===== config.mk =====
export PLATFORM = sky130hd
export DESIGN_NAME = rv_multicycle_ctrl
export DESIGN_NICKNAME = d
export VERILOG_FILES = /design/src/rtl/rv_multicycle_ctrl.sv
export SDC_FILE = /design/constraint.sdc
export NUM_CORES = 1
export LEC_CHECK = 0
export ABC_AREA = 1
export CAP_MARGIN = 20
export CELL_PAD_IN_SITES_DETAIL_PLACEMENT = 2
export CELL_PAD_IN_SITES_GLOBAL_PLACEMENT = 2
export CORE_MARGIN = 3
export CORE_UTILIZATION = 23
export DETAILED_ROUTE_END_ITERATION = 10
export PLACE_DENSITY_LB_ADDON = 0.1
export SKIP_LAST_GASP = 1
export SLEW_MARGIN = 5
export SYNTH_ARGS = -nofsm -noshare
export SYNTH_HDL_FRONTEND = slang
export SYNTH_SLANG_ARGS = --single-unit

===== constraint.sdc =====
create_clock -name clk -period 1.4 [get_ports clk]
set_input_delay 0.21 -clock clk [delete_from_list [all_inputs] [get_ports clk]]
set_output_delay 0.21 -clock clk [all_outputs]
set_load 0.1 [all_outputs]

===== src/rtl/rv_multicycle_ctrl.sv =====
// Multi-cycle RV32I control FSM: sequences FETCH/DECODE/EXECUTE/MEM/WB, drives
// datapath selects, handshakes with the shared memory port and traps on faults.
module rv_multicycle_ctrl #(
  parameter int TIMEOUT_CYCLES = 255,
  parameter int CNT_W          = 32
) (
  input  logic             clk,
  input  logic             rst_n,
  input  logic [31:0]      instr,
  input  logic             BrEq,
  input  logic             BrLT,
  input  logic             mem_ready,
  output logic             mem_req,
  output logic             MemRW,
  output logic             IRWrite,
  output logic             PCWrite,
  output logic             PCSel,
  output logic [2:0]       ImmSel,
  output logic             BrUn,
  output logic             ASel,
  output logic             BSel,
  output logic [3:0]       ALUSel,
  output logic             RegWEn,
  output logic [1:0]       WBSel,
  output logic [2:0]       state,
  output logic             trap,
  output logic [1:0]       trap_cause,
  output logic [CNT_W-1:0] instret
);

  // Memory handshake: mem_req is a request held high until the cycle in which
  // mem_ready is sampled high; that cycle completes the transfer. mem_ready
  // seen while mem_req is low carries no meaning and is ignored.

  typedef enum logic [2:0] {
    S_FETCH   = 3'd0,
    S_DECODE  = 3'd1,
    S_EXECUTE = 3'd2,
    S_MEM     = 3'd3,
    S_WB      = 3'd4,
    S_TRAP    = 3'd5
  } state_e;

  localparam logic [6:0] OP_R      = 7'b0110011;
  localparam logic [6:0] OP_I      = 7'b0010011;
  localparam logic [6:0] OP_LOAD   = 7'b0000011;
  localparam logic [6:0] OP_STORE  = 7'b0100011;
  localparam logic [6:0] OP_BRANCH = 7'b1100011;
  localparam logic [6:0] OP_JAL    = 7'b1101111;
  localparam logic [6:0] OP_JALR   = 7'b1100111;
  localparam logic [6:0] OP_LUI    = 7'b0110111;
  localparam logic [6:0] OP_AUIPC  = 7'b0010111;

  localparam logic [2:0] IMM_I = 3'd0;
  localparam logic [2:0] IMM_S = 3'd1;
  localparam logic [2:0] IMM_B = 3'd2;
  localparam logic [2:0] IMM_U = 3'd3;
  localparam logic [2:0] IMM_J = 3'd4;

  localparam logic [3:0] ALU_ADD    = 4'd0;
  localparam logic [3:0] ALU_SUB    = 4'd1;
  localparam logic [3:0] ALU_SLL    = 4'd2;
  localparam logic [3:0] ALU_SLT    = 4'd3;
  localparam logic [3:0] ALU_SLTU   = 4'd4;
  localparam logic [3:0] ALU_XOR    = 4'd5;
  localparam logic [3:0] ALU_SRL    = 4'd6;
  localparam logic [3:0] ALU_SRA    = 4'd7;
  localparam logic [3:0] ALU_OR     = 4'd8;
  localparam logic [3:0] ALU_AND    = 4'd9;
  localparam logic [3:0] ALU_PASS_B = 4'd10;

  localparam logic [1:0] CAUSE_ILLEGAL = 2'd1;
  localparam logic [1:0] CAUSE_TIMEOUT = 2'd2;

  localparam logic [7:0] WAIT_LAST = 8'(TIMEOUT_CYCLES - 1);

  state_e             state_q, state_d;
  logic [7:0]         wait_cnt_q, wait_cnt_d;
  logic               trap_q, trap_d;
  logic [1:0]         cause_q, cause_d;
  logic [CNT_W-1:0]   instret_q, instret_d;

  logic [6:0] opcode;
  logic [2:0] funct3;
  logic       alt_bit;
  logic       is_r, is_i, is_load, is_store, is_branch, is_jal, is_jalr, is_lui, is_auipc;
  logic       is_legal;
  logic       br_taken;
  logic [2:0] dec_imm;
  logic       dec_brun, dec_asel, dec_bsel;
  logic [3:0] dec_alu;
  logic       unused_instr_bits;

  assign opcode  = instr[6:0];
  assign funct3  = instr[14:12];
  assign alt_bit = instr[30];
  assign unused_instr_bits = ^{instr[31], instr[29:15], instr[11:7]};

  assign is_r      = (opcode == OP_R);
  assign is_i      = (opcode == OP_I);
  assign is_load   = (opcode == OP_LOAD);
  assign is_store  = (opcode == OP_STORE);
  assign is_branch = (opcode == OP_BRANCH);
  assign is_jal    = (opcode == OP_JAL);
  assign is_jalr   = (opcode == OP_JALR);
  assign is_lui    = (opcode == OP_LUI);
  assign is_auipc  = (opcode == OP_AUIPC);
  assign is_legal  = is_r | is_i | is_load | is_store | is_branch |
                     is_jal | is_jalr | is_lui | is_auipc;

  // funct3 ALU mapping shared by R-type and I-type; SUB exists only for R-type.
  function automatic logic [3:0] arith_op(input logic [2:0] f3, input logic alt,
                                          input logic allow_sub);
    logic [3:0] op;
    case (f3)
      3'd0:    op = (alt && allow_sub) ? ALU_SUB : ALU_ADD;
      3'd1:    op = ALU_SLL;
      3'd2:    op = ALU_SLT;
      3'd3:    op = ALU_SLTU;
      3'd4:    op = ALU_XOR;
      3'd5:    op = alt ? ALU_SRA : ALU_SRL;
      3'd6:    op = ALU_OR;
      default: op = ALU_AND;
    endcase
    return op;
  endfunction

  always_comb begin
    dec_imm  = IMM_I;
    dec_brun = 1'b0;
    dec_asel = 1'b0;
    dec_bsel = 1'b0;
    dec_alu  = ALU_ADD;
    case (opcode)
      OP_R:      dec_alu = arith_op(funct3, alt_bit, 1'b1);
      OP_I: begin
        dec_bsel = 1'b1;
        dec_alu  = arith_op(funct3, alt_bit, 1'b0);
      end
      OP_LOAD:   dec_bsel = 1'b1;
      OP_STORE: begin
        dec_bsel = 1'b1;
        dec_imm  = IMM_S;
      end
      OP_BRANCH: begin
        dec_asel = 1'b1;
        dec_bsel = 1'b1;
        dec_imm  = IMM_B;
        dec_brun = funct3[1];
      end
      OP_JAL: begin
        dec_asel = 1'b1;
        dec_bsel = 1'b1;
        dec_imm  = IMM_J;
      end
      OP_JALR:   dec_bsel = 1'b1;
      OP_LUI: begin
        dec_bsel = 1'b1;
        dec_imm  = IMM_U;
        dec_alu  = ALU_PASS_B;
      end
      OP_AUIPC: begin
        dec_asel = 1'b1;
        dec_bsel = 1'b1;
        dec_imm  = IMM_U;
      end
      default: ;
    endcase
  end

  always_comb begin
    case (funct3)
      3'd0:         br_taken = BrEq;
      3'd1:         br_taken = ~BrEq;
      3'd4, 3'd6:   br_taken = BrLT;
      3'd5, 3'd7:   br_taken = ~BrLT;
      default:      br_taken = 1'b0;
    endcase
  end

  // Next state; the wait counter is zero whenever not stalled in FETCH/MEM.
  always_comb begin
    logic retire;
    state_d    = state_q;
    wait_cnt_d = '0;
    trap_d     = trap_q;
    cause_d    = cause_q;
    instret_d  = instret_q;
    retire     = 1'b0;
    case (state_q)
      S_FETCH: begin
        if (mem_ready) begin
          state_d = S_DECODE;
        end else if (wait_cnt_q == WAIT_LAST) begin
          state_d = S_TRAP;
          trap_d  = 1'b1;
          cause_d = CAUSE_TIMEOUT;
        end else begin
          wait_cnt_d = wait_cnt_q + 8'd1;
        end
      end
      S_DECODE: begin
        if (is_legal) begin
          state_d = S_EXECUTE;
        end else begin
          state_d = S_TRAP;
          trap_d  = 1'b1;
          cause_d = CAUSE_ILLEGAL;
        end
      end
      S_EXECUTE: begin
        if (is_branch) begin
          retire  = 1'b1;
          state_d = S_FETCH;
        end else if (is_load || is_store) begin
          state_d = S_MEM;
        end else begin
          state_d = S_WB;
        end
      end
      S_MEM: begin
        if (mem_ready) begin
          retire  = is_store;
          state_d = is_store ? S_FETCH : S_WB;
        end else if (wait_cnt_q == WAIT_LAST) begin
          state_d = S_TRAP;
          trap_d  = 1'b1;
          cause_d = CAUSE_TIMEOUT;
        end else begin
          wait_cnt_d = wait_cnt_q + 8'd1;
        end
      end
      S_WB: begin
        retire  = 1'b1;
        state_d = S_FETCH;
      end
      S_TRAP:  state_d = S_TRAP;
      default: state_d = S_FETCH;
    endcase
    if (retire) instret_d = instret_q + CNT_W'(1);
  end

  always_ff @(posedge clk or negedge rst_n) begin
    if (!rst_n) begin
      state_q    <= S_FETCH;
      wait_cnt_q <= '0;
      trap_q     <= 1'b0;
      cause_q    <= '0;
      instret_q  <= '0;
    end else begin
      state_q    <= state_d;
      wait_cnt_q <= wait_cnt_d;
      trap_q     <= trap_d;
      cause_q    <= cause_d;
      instret_q  <= instret_d;
    end
  end

  // Gating on rst_n makes a mid-instruction reset silence every enable at once.
  always_comb begin
    mem_req = 1'b0;
    MemRW   = 1'b0;
    IRWrite = 1'b0;
    PCWrite = 1'b0;
    PCSel   = 1'b0;
    ImmSel  = IMM_I;
    BrUn    = 1'b0;
    ASel    = 1'b0;
    BSel    = 1'b0;
    ALUSel  = ALU_ADD;
    RegWEn  = 1'b0;
    WBSel   = 2'd0;
    if (rst_n) begin
      if (state_q == S_EXECUTE || state_q == S_MEM || state_q == S_WB) begin
        ImmSel = dec_imm;
        BrUn   = dec_brun;
        ASel   = dec_asel;
        BSel   = dec_bsel;
        ALUSel = dec_alu;
      end
      case (state_q)
        S_FETCH: begin
          mem_req = 1'b1;
          IRWrite = mem_ready;
        end
        S_EXECUTE: begin
          if (is_branch) begin
            PCWrite = 1'b1;
            PCSel   = br_taken;
          end
        end
        S_MEM: begin
          mem_req = 1'b1;
          MemRW   = is_store;
          PCWrite = is_store & mem_ready;
        end
        S_WB: begin
          RegWEn  = 1'b1;
          PCWrite = 1'b1;
          if (is_load) begin
            WBSel = 2'd0;
          end else if (is_jal || is_jalr) begin
            WBSel = 2'd2;
            PCSel = 1'b1;
          end else begin
            WBSel = 2'd1;
          end
        end
        default: ;
      endcase
    end
  end

  assign state      = state_q;
  assign trap       = trap_q;
  assign trap_cause = cause_q;
  assign instret    = instret_q;

endmodule


Word level (Yosys, flattened, before mapping)
Index checks and enable logic that the tools add are counted.
Widths: inputs -> output; s select.
{ "word_totals": {"ff_bits": 46, "out_inout_bits": 56} }
{ "op_classes": {"n_addsub": 2, "n_eq_ne": 25, "mux": 61, "n_bitwise": 11, "n_reduce_logical": 14} }
{ "op_table": {"columns": ["cell", "n"], "rows": [
  ["$pmux 4 s7", 2],
  ["$add 32x1->32 const B", 1],
  ["$mux 1", 29],
  ["$mux 3", 9],
  ["$mux 8", 3],
  ["$eq 7x6->1 const B", 3],
  ["$eq 7x7->1 const B", 3],
  ["$eq 3x3->1 const B", 6],
  ["$pmux 3 s5", 1],
  ["$eq 7x5->1 const B", 2],
  ["$mux 2", 7],
  ["$eq 3x2->1 const B", 4],
  ["$pmux 3 s4", 1],
  ["$pmux 4 s3", 1],
  ["$add 8x1->8 const B", 1],
  ["$eq 8x8->1 const B", 1],
  ["$mux 4", 2],
  ["$or 1x1->1", 8],
  ["$reduce_or 2->1", 4],
  ["$reduce_or 8->1", 1],
  ["$eq 7x2->1 const B", 1],
  ["$eq 3x1->1 const B", 2],
  ["$logic_not 3->1", 2],
  ["$pmux 1 s3", 2],
  ["other kinds (11)", 17]
]} }

Longest topological paths before layout
{ "depth": {"word_depth": 11, "depth_mapped": 10, "mapped_depth_nobuf": 10} }

Worst setup path after synthesis
Ideal clock, no wire load.
{ "synth_timing": {"path_type": "flip-flop to output port", "from": "reg state_q[0] (netlist: state[0])", "to": "out BrUn", "arrival_ps": 3686, "t_required_ps": 1190, "setup_slack_ps": -2496, "stages_incl_launch_ff": 6, "path_buffers": 0, "path_cell_list": "dfrtp_1 > nor2_1 > nand2_2 > a21oi_2 > inv_1 > nor3_1"} }
{ "synth_between": {"elab_chain_len": 5} }
{ "synth_lines": {"columns": ["element", "line_no", "text"], "rows": [
  ["from (decl)", "77", "state_e state_q, state_d;"],
  ["from (signal assigned)", "251", "state_q <= state_d;"],
  ["$eq 3x2->1", "274", "if (state_q == S_EXECUTE || state_q == S_MEM || state_q == S_WB) begin"],
  ["$logic_or 1x1->1", "274", null],
  ["$logic_or 1x1->1 *", "274", null],
  ["$mux 1 *", "274", null],
  ["$mux 1 *", "273", "if (rst_n) begin"],
  ["to (decl)", "19", "output logic BrUn,"]
]} }
Every way passes the cells marked *; elsewhere a longest branch is shown, timed or not.

Final worst setup path
{ "layout_timing": {"from": "reg state_q[1] (netlist: state[1])", "to": "out WBSel[0]"} }
{ "layout_between": {"elab_chain_len": 3} }
{ "layout_lines": {"columns": ["element", "line_no", "text"], "rows": [
  ["$eq 3x3->1", "281", "case (state_q)"],
  ["$mux 2", "281", null],
  ["$mux 2", "273", null],
  ["to (decl)", "24", "output logic [1:0] WBSel,"]
]} }
Every way passes these cells.

==> out/metrics.cfg <==
[synthesis]
synthDistinctLibCells=30
synth-edff-count=0
postSynthCellCount=500
syn_nets=540
yosysMostFrequentCell=nand2_1
yosysSeqAreaShare=0.354
yosys_register_bits=46
ys_async_sr_fraction=1.00
yosys_warnings=0
yosys_most_used_dff=dfrtp_1
synth_area_um2=3260
synth_commonest_cells=nand2_1, nor2_1, dfrtp_1
syn_area_per_cell_um2=6.51
yosys.area.top_type=dfrtp_1
synth_top_area_frac=0.354
synth_area_leaders=dfrtp_1, nand2_1, nor2_1, nand3b_1, inv_1

[global_route]
antenna_found_initial=1
grt_start_max_net_pins=41
track_usage=0.217
grt_pass1_wl_mm=27.1
grt_overflow=0
grt_pass1_vias=4999

[critical_path]
worstPathMaxFanout=4
cp.required_ns=1.19
reg2reg_depth=11
rrSetupSlack_ns=-0.53
rr_endpoint=state[2]
start_kind=flop
cp.arrival_ns=1.84
crit_path_end_kind=primary output
crit-reg2reg-launch=state[1]
criticalPathCategory=flop to primary output

[sta]
setup-violations-final=67
finalHoldViolations=0
worst_pin_slew_ns=0.579
min_period_ns=2.05
timing.final.crit_share=1.47
maxSlewViolCount=0
max_freq_ghz=0.487
rsz0062_at_grt=yes
fin_hold_ws_ns=0.177
fin_skew_ns=0.00868
worst_slack_ns=-0.655
slew_headroom=0.614
fin_tns_setup_ns=-29.49

[pwr]
p_total_mw=2.82
max-vdd-ir-drop_uv=531
powerDensity_nw_per_um2=429
leakagePower_nw=2.89

[floorplanning]
io_pins=93
rows=42
core_area_um2=13600
die-area_um2=15600
die_x_um=125
start_util=0.240
die_h_um=125

[placed_design]
portBuffers=71
dp_slack_ns=-0.764
dp_hpwl_mm=12.2
dp_cells=843
dpl-instance-area_um2=5740
gp_congestion=0.840

[detailed_routing]
vias_per_cell=4.91
vias=4307
drc_errors=0
routedWlPerCell_um=20.9
wl_mm=18.4
drt-initial-drc-count=129
dr.pass1.iters=4
antenna_left=0

[clock_tree]
ctsHtreeMaxLevel=2
tritoncts=built
numCtsBuffers=5
clk_path_buf_depth=2
path_clk_slew_ns=0.07
clk_latency_ns=0.31
cts_root_buf=clkbuf_16
cts.sinks=46

[final_layout]
design_area_um2=6570
diodes=0
fillers=1469
nets=741
synthToLayoutAreaGrowth_pct=102
layout-drive-gt1-share=0.473
final-instance-count-excl-fill=878
utilization=0.485

[min_path]
min_path_type=input pin to asynchronous set/reset pin

[outcome]
violations=negative setup slack
status=finished with violations

[run]
drv_cap=0

==> report_power, final <==
group | internal, mW | leakage (nW) | switching (mW)
Combinational | 0.103 | 2.25 | 0.155
Sequential | 1.33 | 0.571 | 0
Clock | 0.659 | 0.0706 | 0.578
==> worst max-delay path, stage by stage, from the launching register on <==
cell     delay [ns]
dfrtp_4        0.50
nor2_4         0.16
nand2_4        0.08
buf_4          0.14
buf_8          0.13
nor2_4         0.13
and3_4         0.21
buf_12         0.17
==> layout make-up <==
| class | count | area [um^2] | share of cell area |
|---|---|---|---|
| Timing Repair Buffer | 202 | 2440 | 0.372 |
| Multi-Input combinational cell | 403 | 2350 | 0.358 |
| Sequential cell | 46 | 1240 | 0.188 |
| Tap cell | 176 | 220 | 0.0335 |
| Inverter | 43 | 183 | 0.0278 |
| Clock buffer | 6 | 129 | 0.0196 |
| Clock inverter | 2 | 10.0 | 0.00152 |
==> layout by cell type (no fill, tap or decap), types with 16 or more instances in the layout <==
cell	instances
nand2_1	169
buf_4	104
buf_12	60
nor2_1	59
inv_1	28
nand3b_1	23
dfrtp_4	18
nand2_2	17
nor2_2	17
nand4_1	17
nand3_1	16
buf_6	16
dfrtp_2	16
==> registers in the layout, summed over array words and instances, names as in the netlist <==
signal,flops
wait_cnt_q,8
trap,1
trap_cause,2
instret,32
state,3
==> metal layers <==
metal,wire (um),up-vias,global-route usage
li1,-,2007,-
met1,7270,2168,0.242
met2,9960,93,0.420
met3,494,37,0.0380
met4,614,2,0.0593
met5,12,-,0
==> worst max path at each step <==
stage | start | to | slack (ns) | cells after the start
finish | state[1] | WBSel[0] | -0.65 | 7
global route | state[1] | BrUn | -0.72 | 6
CTS | state[1] | BrUn | -0.62 | 6
detailed placement | instr[2] | ALUSel[1] | -0.76 | 8
global placement | instr[2] | ALUSel[1] | -0.57 | 8
floorplan | state[1] | BrUn | -0.85 | 5
==> cell families after synthesis <==
group / count (synthesis) / share of synthesized area
buffers and inverters: 51 / 0.0699
adder cells (fa/ha/maj): 3 / 0.0115
AO/OA/AOI/OAI: 23 / 0.0377
XOR/XNOR: 11 / 0.0296
AND/OR/NAND/NOR: 366 / 0.498
flip-flops: 46 / 0.354
==> timing repair <==
| item | 4_1_cts | 5_1_grt |
|---|---|---|
| endpoints found under the hold margin | 6 | 0 |
| pin swaps | 19 | 18 |
| hold buffers | 1 | 0 |
| gates resized for setup | 77 | 51 |
| endpoints found under the setup margin | 65 | 67 |
| setup buffers | 16 | 7 |
| gates cloned | 0 | 6 |
Note: power is estimated with default switching activity, not from simulation.
